$ cat config.mk
export PLATFORM = sky130hd
export DESIGN_NAME = load_store_unit
export DESIGN_NICKNAME = d
export VERILOG_FILES = /design/src/rtl/load_store_unit.sv
export SDC_FILE = /design/constraint.sdc
export NUM_CORES = 1
export LEC_CHECK = 0
export ABC_AREA = 1
export ABC_CLOCK_PERIOD_IN_PS = 3800
export BUFFER_PORTS_ARGS = -buffer_cell sky130_fd_sc_hd__buf_4
export CAP_MARGIN = 15
export CORE_MARGIN = 3
export CORE_UTILIZATION = 45
export CTS_CLUSTER_SIZE = 8
export DETAILED_ROUTE_END_ITERATION = 10
export PLACE_DENSITY = 0.82
export SYNTH_ARGS = -nofsm -noshare
export SYNTH_HDL_FRONTEND = slang
export SYNTH_SLANG_ARGS = --single-unit
$ cat constraint.sdc
create_clock -name clk -period 3.8 [get_ports clk]
set_clock_uncertainty 0.1 [all_clocks]
set_input_delay 0.76 -clock clk [delete_from_list [all_inputs] [get_ports clk]]
set_output_delay 0.76 -clock clk [all_outputs]
set_load 0.005 [all_outputs]
$ cat src/rtl/load_store_unit.sv
// rtl/load_store_unit.sv - byte-addressed load/store front end for a word-addressed single-port RAM
//
// Ports:
//   clk, rst                 clock, synchronous active-high reset
//   req_valid/req_ready      core request handshake
//   req_write, req_size,     request fields: store flag, size (00 byte, 01 half, 10 word),
//   req_unsigned, req_addr,  zero/sign extension select for loads, byte address,
//   req_wdata                right-aligned store data
//   resp_valid/resp_ready    core response handshake
//   resp_rdata, resp_error   extended load data (0 for stores/errors), error flag
//   mem_addr                 RAM word index (registered, zero-extended)
//   mem_write_enable         RAM write strobe (one cycle, only in WR)
//   mem_write_data           RAM write word
//   mem_read_data            RAM read word, valid the cycle after mem_addr is presented
module load_store_unit #(
    parameter int WORD_ADDR_BITS = 8
) (
    input  logic        clk,
    input  logic        rst,
    input  logic        req_valid,
    output logic        req_ready,
    input  logic        req_write,
    input  logic [1:0]  req_size,
    input  logic        req_unsigned,
    input  logic [31:0] req_addr,
    input  logic [31:0] req_wdata,
    output logic        resp_valid,
    input  logic        resp_ready,
    output logic [31:0] resp_rdata,
    output logic        resp_error,
    output logic [31:0] mem_addr,
    output logic        mem_write_enable,
    output logic [31:0] mem_write_data,
    input  logic [31:0] mem_read_data
);

    localparam logic [2:0] S_IDLE    = 3'd0;
    localparam logic [2:0] S_RD      = 3'd1;
    localparam logic [2:0] S_RD_WAIT = 3'd2;
    localparam logic [2:0] S_WR      = 3'd3;
    localparam logic [2:0] S_RESP    = 3'd4;

    localparam logic [1:0] SZ_BYTE = 2'b00;
    localparam logic [1:0] SZ_HALF = 2'b01;
    localparam logic [1:0] SZ_WORD = 2'b10;
    localparam logic [1:0] SZ_ILL  = 2'b11;

    logic [2:0]  r_state;
    logic        r_write;
    logic [1:0]  r_size;
    logic        r_unsigned;
    logic [1:0]  r_lane;
    logic [15:0] r_wdata;      // only sub-word stores need the data after accept
    logic [31:0] r_mem_addr;
    logic        r_mem_we;
    logic [31:0] r_mem_wdata;
    logic [31:0] r_resp_rdata;
    logic        r_resp_error;

    logic        w_accept;
    logic        w_range_err;
    logic        w_err;
    logic [31:0] w_word_idx;
    logic [4:0]  w_shift;
    logic [31:0] w_shifted;
    logic [31:0] w_load_val;
    logic [31:0] w_lane_mask;
    logic [31:0] w_insert;
    logic [31:0] w_merged;

    assign req_ready  = (r_state == S_IDLE) && !rst;
    assign w_accept   = req_valid && req_ready;
    assign resp_valid = (r_state == S_RESP);
    assign resp_rdata = r_resp_rdata;
    assign resp_error = r_resp_error;
    assign mem_addr   = r_mem_addr;
    assign mem_write_data = r_mem_wdata;
    // Gate the strobe combinationally so a reset asserted during WR can never write.
    assign mem_write_enable = r_mem_we && !rst;

    // Any set bit above the RAM's word-index field puts the access out of range.
    assign w_range_err = |req_addr[31:WORD_ADDR_BITS+2];
    assign w_err = (req_size == SZ_ILL)
                || ((req_size == SZ_HALF) && req_addr[0])
                || ((req_size == SZ_WORD) && (req_addr[1:0] != 2'b00))
                || w_range_err;
    assign w_word_idx = {{(32-WORD_ADDR_BITS){1'b0}}, req_addr[WORD_ADDR_BITS+1:2]};

    // Lane extraction for loads: bring the addressed lane down to bit 0, then extend.
    assign w_shift   = {r_lane, 3'b000};
    assign w_shifted = mem_read_data >> w_shift;

    always_comb begin
        w_load_val = w_shifted;
        case (r_size)
            SZ_BYTE: w_load_val = r_unsigned ? {24'd0, w_shifted[7:0]}
                                             : {{24{w_shifted[7]}}, w_shifted[7:0]};
            SZ_HALF: w_load_val = r_unsigned ? {16'd0, w_shifted[15:0]}
                                             : {{16{w_shifted[15]}}, w_shifted[15:0]};
            default: w_load_val = w_shifted;
        endcase
    end

    // Read-modify-write merge: replace only the addressed lanes of the fetched word.
    assign w_lane_mask = ((r_size == SZ_BYTE) ? 32'h0000_00FF : 32'h0000_FFFF) << w_shift;
    assign w_insert    = ((r_size == SZ_BYTE) ? {24'd0, r_wdata[7:0]} : {16'd0, r_wdata}) << w_shift;
    assign w_merged    = (mem_read_data & ~w_lane_mask) | w_insert;

    always_ff @(posedge clk) begin
        if (rst) begin
            r_state      <= S_IDLE;
            r_write      <= 1'b0;
            r_size       <= SZ_BYTE;
            r_unsigned   <= 1'b0;
            r_lane       <= 2'b00;
            r_wdata      <= 16'd0;
            r_mem_addr   <= 32'd0;
            r_mem_we     <= 1'b0;
            r_mem_wdata  <= 32'd0;
            r_resp_rdata <= 32'd0;
            r_resp_error <= 1'b0;
        end else begin
            r_mem_we <= 1'b0;
            case (r_state)
                S_IDLE: begin
                    if (w_accept) begin
                        r_write    <= req_write;
                        r_size     <= req_size;
                        r_unsigned <= req_unsigned;
                        r_lane     <= req_addr[1:0];
                        r_wdata    <= req_wdata[15:0];
                        if (w_err) begin
                            r_resp_error <= 1'b1;
                            r_resp_rdata <= 32'd0;
                            r_state      <= S_RESP;
                        end else if (req_write && (req_size == SZ_WORD)) begin
                            r_mem_addr  <= w_word_idx;
                            r_mem_wdata <= req_wdata;
                            r_mem_we    <= 1'b1;
                            r_state     <= S_WR;
                        end else begin
                            r_mem_addr <= w_word_idx;
                            r_state    <= S_RD;
                        end
                    end
                end
                S_RD: begin
                    // The RAM captures mem_addr at the end of this cycle.
                    r_state <= S_RD_WAIT;
                end
                S_RD_WAIT: begin
                    if (r_write) begin
                        r_mem_wdata <= w_merged;
                        r_mem_we    <= 1'b1;
                        r_state     <= S_WR;
                    end else begin
                        r_resp_rdata <= w_load_val;
                        r_resp_error <= 1'b0;
                        r_state      <= S_RESP;
                    end
                end
                S_WR: begin
                    r_state <= S_RESP;
                end
                S_RESP: begin
                    if (resp_ready) begin
                        r_resp_rdata <= 32'd0;
                        r_resp_error <= 1'b0;
                        r_state      <= S_IDLE;
                    end
                end
                default: r_state <= S_IDLE;
            endcase
        end
    end

endmodule
==> flow_summary.json, run 1 <==
{
  "clock_path_buffers": 2,
  "worst_pin_slew_ps": 909,
  "ys_types": 31,
  "multiInputGateArea_mm2": 0.00335,
  "ios": 204,
  "cts_hold_buf": 0,
  "syn_inst": 1025,
  "power_switching_uw": 844,
  "drc": 0,
  "reg2reg_depth": 7,
  "cellPowerDensity_mw_per_mm2": 372,
  "final_common_cell": "nand2_1",
  "internal_power_uw": 2040,
  "timing.rr.start": "r_state[0]$_SDFFE_PP0P_",
  "clk_latency_ps": 350,
  "coreArea_mm2": 0.0133,
  "crit_buf_inv": 1,
  "seqCellArea_mm2": 0.00198,
  "synth_top_area_share": 0.322,
  "pwr-share-seq": 0.398,
  "avgSynthCellArea_um2": 6.00,
  "dr.pass1.iters": 5,
  "path_class": "reg2reg",
  "grt_pass1_wl_mm": 28.6,
  "arrival_ps": 2820,
  "worstPathCellList": "nor2_2 -> nand2_2 -> inv_2 -> nand2_1 -> nand3_2 -> nor2_1 -> nor2_1",
  "drt-total-wl_mm": 18.4,
  "maxSlewViolCount": 0,
  "min_to": "r_wdata[15]$_SDFFE_PP0P_",
  "cpMaxStageDelayCell": "nand3_2",
  "postPlaceCellArea_mm2": 0.00742,
  "stdcell_area_mm2": 0.00776,
  "ys_seq_elements": 99,
  "r2r-end": "mem_write_data[0]$_SDFFE_PP0P_",
  "antenna_found_initial": 0,
  "report.power.total_uw": 2890,
  "path_clk_slew_ps": 70,
  "synth_top_cell_by_area": "dfxtp_1",
  "grt_setup_unrepaired": "no",
  "dp_slack_ps": 1060,
  "grtUsageTotal": 0.237,
  "syn_area_mm2": 0.00615,
  "drt_iter0_markers": 530,
  "grt_overflow_total": 0,
  "final_cell_mix": "nand2_1, buf_4, nor2_1",
  "cp_max_fo": 34,
  "setup_tns_ps": 0,
  "max_freq_mhz": 373,
  "htree_num_levels": 3,
  "ctsResizeCount": 0,
  "portBuffers": 179,
  "p_sw_frac": 0.292,
  "numCtsBuffers": 9,
  "diodes": 0,
  "ys_warn_count": 0,
  "holdPathStages": 2,
  "finalSetupViolCount": 0,
  "final.setup.worst_slack_ps": 1120,
  "die_x_um": 123,
  "startpoint": "r_state[0]$_SDFFE_PP0P_",
  "cts_sinks": 99,
  "grt_max_degree": 55,
  "yosysSeqAreaShare": 0.322,
  "vias": 6599,
  "dieHeight_um": 123,
  "ant_nets": 0,
  "drt-vias-per-instance": 4.90,
  "critical_path_required_ps": 3940,
  "hp-class": "reg2reg",
  "grt_pass1_vias": 5907,
  "relSlewSlack": 0.393,
  "min-delay-start": "r_wdata[15]$_SDFFE_PP0P_",
  "synthTopCellsByArea": "dfxtp_1, nand2_1, nor2_1",
  "dieArea_mm2": 0.0151,
  "place_congestion": 0.962,
  "p_leak_uw": 0.00409,
  "dp_hpwl_mm": 13.6,
  "routedWlPerCell_um": 13.6,
  "cts_tree": "built",
  "area_growth_syn_to_layout_pct": 26.2,
  "maxCapViolCount": 0,
  "vdd.ir_drop.worst_mv": 0.220,
  "crit_path_frequent_cell": "nor2_1",
  "worst_setup_path_start_kind": "flop",
  "hold_viol_final": 0,
  "p_clk_frac": 0.368,
  "cpPeakStageDelay_ps": 540,
  "drive_above_1_share": 0.197,
  "post-cts-setup-buffers": 0,
  "period_minus_slack_ps": 2680,
  "status": "finished, final reports clean",
  "final_nets": 1272,
  "n_fill_cell": 1334,
  "endpoint_kind": "flop",
  "r2r_slack_ps": 1120,
  "fin_cells": 1348,
  "path_delay_family": "simple AND/OR/NAND/NOR gates",
  "pwr-share-comb": 0.234,
  "place_inst": 1333,
  "root_buffer": "clkbuf_16",
  "fp-row-count": 42,
  "timing.final.crit_share": 0.706,
  "initial_core_util": 0.463
}
-- how the worst max path moves through the flow --
stage | end | depth (start not counted)
finish | mem_write_data[0]$_SDFFE_PP0P_ | 7
global route | mem_write_data[2]$_SDFFE_PP0P_ | 7
CTS | mem_write_data[0]$_SDFFE_PP0P_ | 7
detailed placement | mem_write_data[0]$_SDFFE_PP0P_ | 10
global placement | mem_write_data[18]$_SDFFE_PP0P_ | 10
floorplan | mem_write_data[10]$_SDFFE_PP0P_ | 9
-- cells by family (layout without fill, tap and decap cells) --
logic type             count (synthesis)  after routing  share of synthesized area
AOI/OAI and AO/OA                    154            154                      0.140
and+or+nand+nor                      574            574                      0.390
buffers and inverters                197            321                      0.148
other                                  1             24                   0.000610
DFF                                   99             99                      0.322
-- per-stage QoR --
step / util / hold WS (ps)
finish: 0.584 / 374
floorplan: - / 341
global route: 0.584 / 384
global placement: 0.558 / 351
CTS: 0.584 / 370
detailed placement: 0.558 / 359
-- cell usage after synthesis --
| cell type | instances |
|---|---|
| dfxtp_1 | 99 |
| o22ai_1 | 8 |
| buf_2 | 13 |
| nand2_1 | 322 |
| buf_4 | 30 |
| buf_6 | 5 |
| clkinv_1 | 6 |
| nand3_4 | 1 |
| nor3_2 | 1 |
| o211ai_1 | 23 |
| nand4_1 | 8 |
| a211oi_1 | 1 |
| a21oi_4 | 1 |
| conb_1 | 1 |
| nand2_2 | 6 |
| nand3b_1 | 32 |
| nand3_2 | 3 |
| nor2_1 | 180 |
| inv_4 | 1 |
| nor2_2 | 2 |
| clkbuf_1 | 29 |
| nor2_4 | 2 |
| a21oi_2 | 1 |
| buf_1 | 2 |
| o21ai_2 | 1 |
| inv_1 | 105 |
| o21ai_0 | 64 |
| nand3_1 | 16 |
| inv_2 | 6 |
| nand2_4 | 1 |
| a21oi_1 | 55 |
-- cell type report --
type                       instances  share of cell area
inverter                         118              0.0574
tap                              176              0.0284
sequential                        99               0.255
clock inverter                     4              0.0127
clock buffer                      11              0.0313
timing repair buffer             188               0.183
multi-input combinational        752               0.432
-- per-layer routing --
| metal | global-route usage | vias up | wire, um |
|---|---|---|---|
| met4 | 0.104 | 0 | 640 |
| met1 | 0.323 | 2880 | 8060 |
| met2 | 0.373 | 258 | 8490 |
| met3 | 0.0371 | 43 | 1200 |
| li1 | - | 3418 | - |
| met5 | 0 | - | 0 |
-- worst register-to-register path, stage by stage, from the launching register on --
cell	delay (ps)
dfxtp_1	400
nor2_2	80
nand2_2	450
inv_2	400
nand2_1	220
nand3_2	540
nor2_1	310
nor2_1	70
-- registers in the layout, indices dropped and copies added, names as in the netlist --
register,flops
r_wdata,16
r_mem_we,1
resp_error,1
r_state,3
mem_addr,8
resp_rdata,32
r_unsigned,1
r_write,1
mem_write_data,32
r_lane,2
r_size,2
-- power by group through the flow --
stage | Clock, uW | Combinational, uW | Sequential, uW
floorplan | 0 | 441 | 1170
global placement | 0 | 658 | 1170
detailed placement | 0 | 666 | 1170
CTS | 1070 | 672 | 1150
global route | 1110 | 767 | 1160
finish | 1060 | 677 | 1150
Note: power is estimated with default switching activity, not from simulation.
==> run 2: changes to the inputs <==
--- a/config.mk
+++ b/config.mk
@@ -6,14 +6,14 @@
 export NUM_CORES = 1
 export LEC_CHECK = 0
 export ABC_AREA = 1
-export ABC_CLOCK_PERIOD_IN_PS = 3800
+export ABC_CLOCK_PERIOD_IN_PS = 2400
 export BUFFER_PORTS_ARGS = -buffer_cell sky130_fd_sc_hd__buf_4
 export CAP_MARGIN = 15
 export CORE_MARGIN = 3
 export CORE_UTILIZATION = 45
 export CTS_CLUSTER_SIZE = 8
 export DETAILED_ROUTE_END_ITERATION = 10
-export PLACE_DENSITY = 0.82
+export PLACE_DENSITY = 0.85
 export SYNTH_ARGS = -nofsm -noshare
 export SYNTH_HDL_FRONTEND = slang
 export SYNTH_SLANG_ARGS = --single-unit
==> constraint.sdc (replaced) <==
create_clock -name clk -period 2.4 [get_ports clk]
set_clock_uncertainty 0.1 [all_clocks]
set_input_delay 0.48 -clock clk [delete_from_list [all_inputs] [get_ports clk]]
set_output_delay 0.48 -clock clk [all_outputs]
set_load 0.005 [all_outputs]
==> flow_summary.json, run 2 (synthesis gave the netlist of run 1 again) <==
{
  "status": "finished, final reports clean",
  "grt_pass1_wl_mm": 28.2,
  "cts_tree": "built",
  "portBuffers": 179,
  "path_class": "reg2reg",
  "place_inst": 1340,
  "timing.rr.start": "r_lane[0]$_SDFFE_PP0P_",
  "grt_setup_unrepaired": "no",
  "finalSetupViolCount": 0,
  "vias": 6594,
  "htree_num_levels": 3,
  "worst_pin_slew_ps": 661,
  "die_x_um": 123,
  "final.setup.worst_slack_ps": 371,
  "n_fill_cell": 1308,
  "maxCapViolCount": 0,
  "p_leak_uw": 0.00409,
  "postPlaceCellArea_mm2": 0.00749,
  "timing.final.crit_share": 0.845,
  "drc": 0,
  "area_growth_syn_to_layout_pct": 25.8,
  "vdd.ir_drop.worst_mv": 0.441,
  "relSlewSlack": 0.559,
  "final_util": 0.582,
  "routedWlPerCell_um": 13.5,
  "clock_path_buffers": 2,
  "grt_max_degree": 65,
  "maxSlewViolCount": 0,
  "drt_iter0_markers": 615,
  "cts_hold_buf": 0,
  "cpPeakStageDelay_ps": 370,
  "max_freq_mhz": 493,
  "final_cell_mix": "nand2_1, buf_4, nor2_1",
  "grt_overflow_total": 0,
  "worst_setup_path_start_kind": "flop",
  "worstPathCellList": "buf_4 -> nand2_1 -> nand3_1 -> nand3_1 -> nand2_2 -> nand3_4 -> nand2_1 -> clkinv_1 -> nor2_1 -> nor2_1",
  "coreArea_mm2": 0.0133,
  "setup_tns_ps": 0,
  "cts_sinks": 99,
  "dp_slack_ps": 391,
  "endpoint_kind": "flop",
  "ant_nets": 0,
  "hp-class": "in2reg",
  "dr.pass1.iters": 7,
  "initial_core_util": 0.463,
  "numCtsBuffers": 9,
  "drt-total-wl_mm": 18.2,
  "antenna_found_initial": 0,
  "final_common_cell": "nand2_1",
  "period_minus_slack_ps": 2030,
  "dp_hpwl_mm": 13.5,
  "grtUsageTotal": 0.234,
  "cpMaxStageDelayCell": "dfxtp_1",
  "drt-vias-per-instance": 4.87,
  "stdcell_area_mm2": 0.00774,
  "ctsResizeCount": 0,
  "fp-row-count": 42,
  "hold_viol_final": 0,
  "arrival_ps": 2170,
  "dieArea_mm2": 0.0151,
  "drive_above_1_share": 0.199,
  "fin_cells": 1353,
  "root_buffer": "clkbuf_16",
  "critical_path_required_ps": 2540,
  "min-delay-start": "rst",
  "dieHeight_um": 123,
  "grt_pass1_vias": 5857,
  "diodes": 0,
  "cellPowerDensity_mw_per_mm2": 543,
  "post-cts-setup-buffers": 0,
  "ios": 204,
  "final_nets": 1279,
  "path_clk_slew_ps": 60,
  "clk_latency_ps": 350,
  "cp_max_fo": 33,
  "place_congestion": 0.941,
  "startpoint": "r_lane[0]$_SDFFE_PP0P_"
}
==> run 2: per-layer routing <==
layer  wire length (um)  global-route usage  up-vias
met4                539              0.0917        0
met5                  0                   0        -
met1               7990               0.316     2873
li1                   -                   -     3428
met2               8360               0.368      253
met3               1360              0.0476       40
==> run 2: report_power, final <==
part	total (uW)	switching (uW)	internal (uW)
sequential	1810	57.3	1750
clock	1300	581	715
combinational	1090	640	450
total	4200	1280	2920
==> run 2: worst max-delay path, delay by kind of cell (launching register included) <==
kind,cells,cell delay [ps]
buffers and inverters,2,400
flip-flops,1,370
AND/OR/NAND/NOR,8,1050
==> run 2: final cells by class <==
cell class | count | area, um^2 | area share
clock buffers | 13 | 250 | 0.0323
multi-input cells | 752 | 3350 | 0.433
flip-flops and latches | 99 | 1980 | 0.256
inverters | 118 | 445 | 0.0576
repair buffers | 195 | 1490 | 0.192
well taps | 176 | 220 | 0.0285
==> run 2: worst paths after layout <==
check | to | cells after the start | slack [ps]
setup reg to reg | resp_rdata[26]$_SDFFE_PP0P_ | 10 | 370
hold / removal | r_unsigned$_SDFFE_PP0P_ | 2 | 270
setup / recovery | resp_rdata[26]$_SDFFE_PP0P_ | 10 | 370
hold reg to reg | r_wdata[11]$_SDFFE_PP0P_ | 2 | 370
==> run 2: through the flow <==
step                      total power, uW  hold WS [ps]
after global routing                 4440           277
after detailed placement             2930           358
after floorplan                      2540           341
after CTS                            4230           254
final                                4200           268
after global placement               2910           352
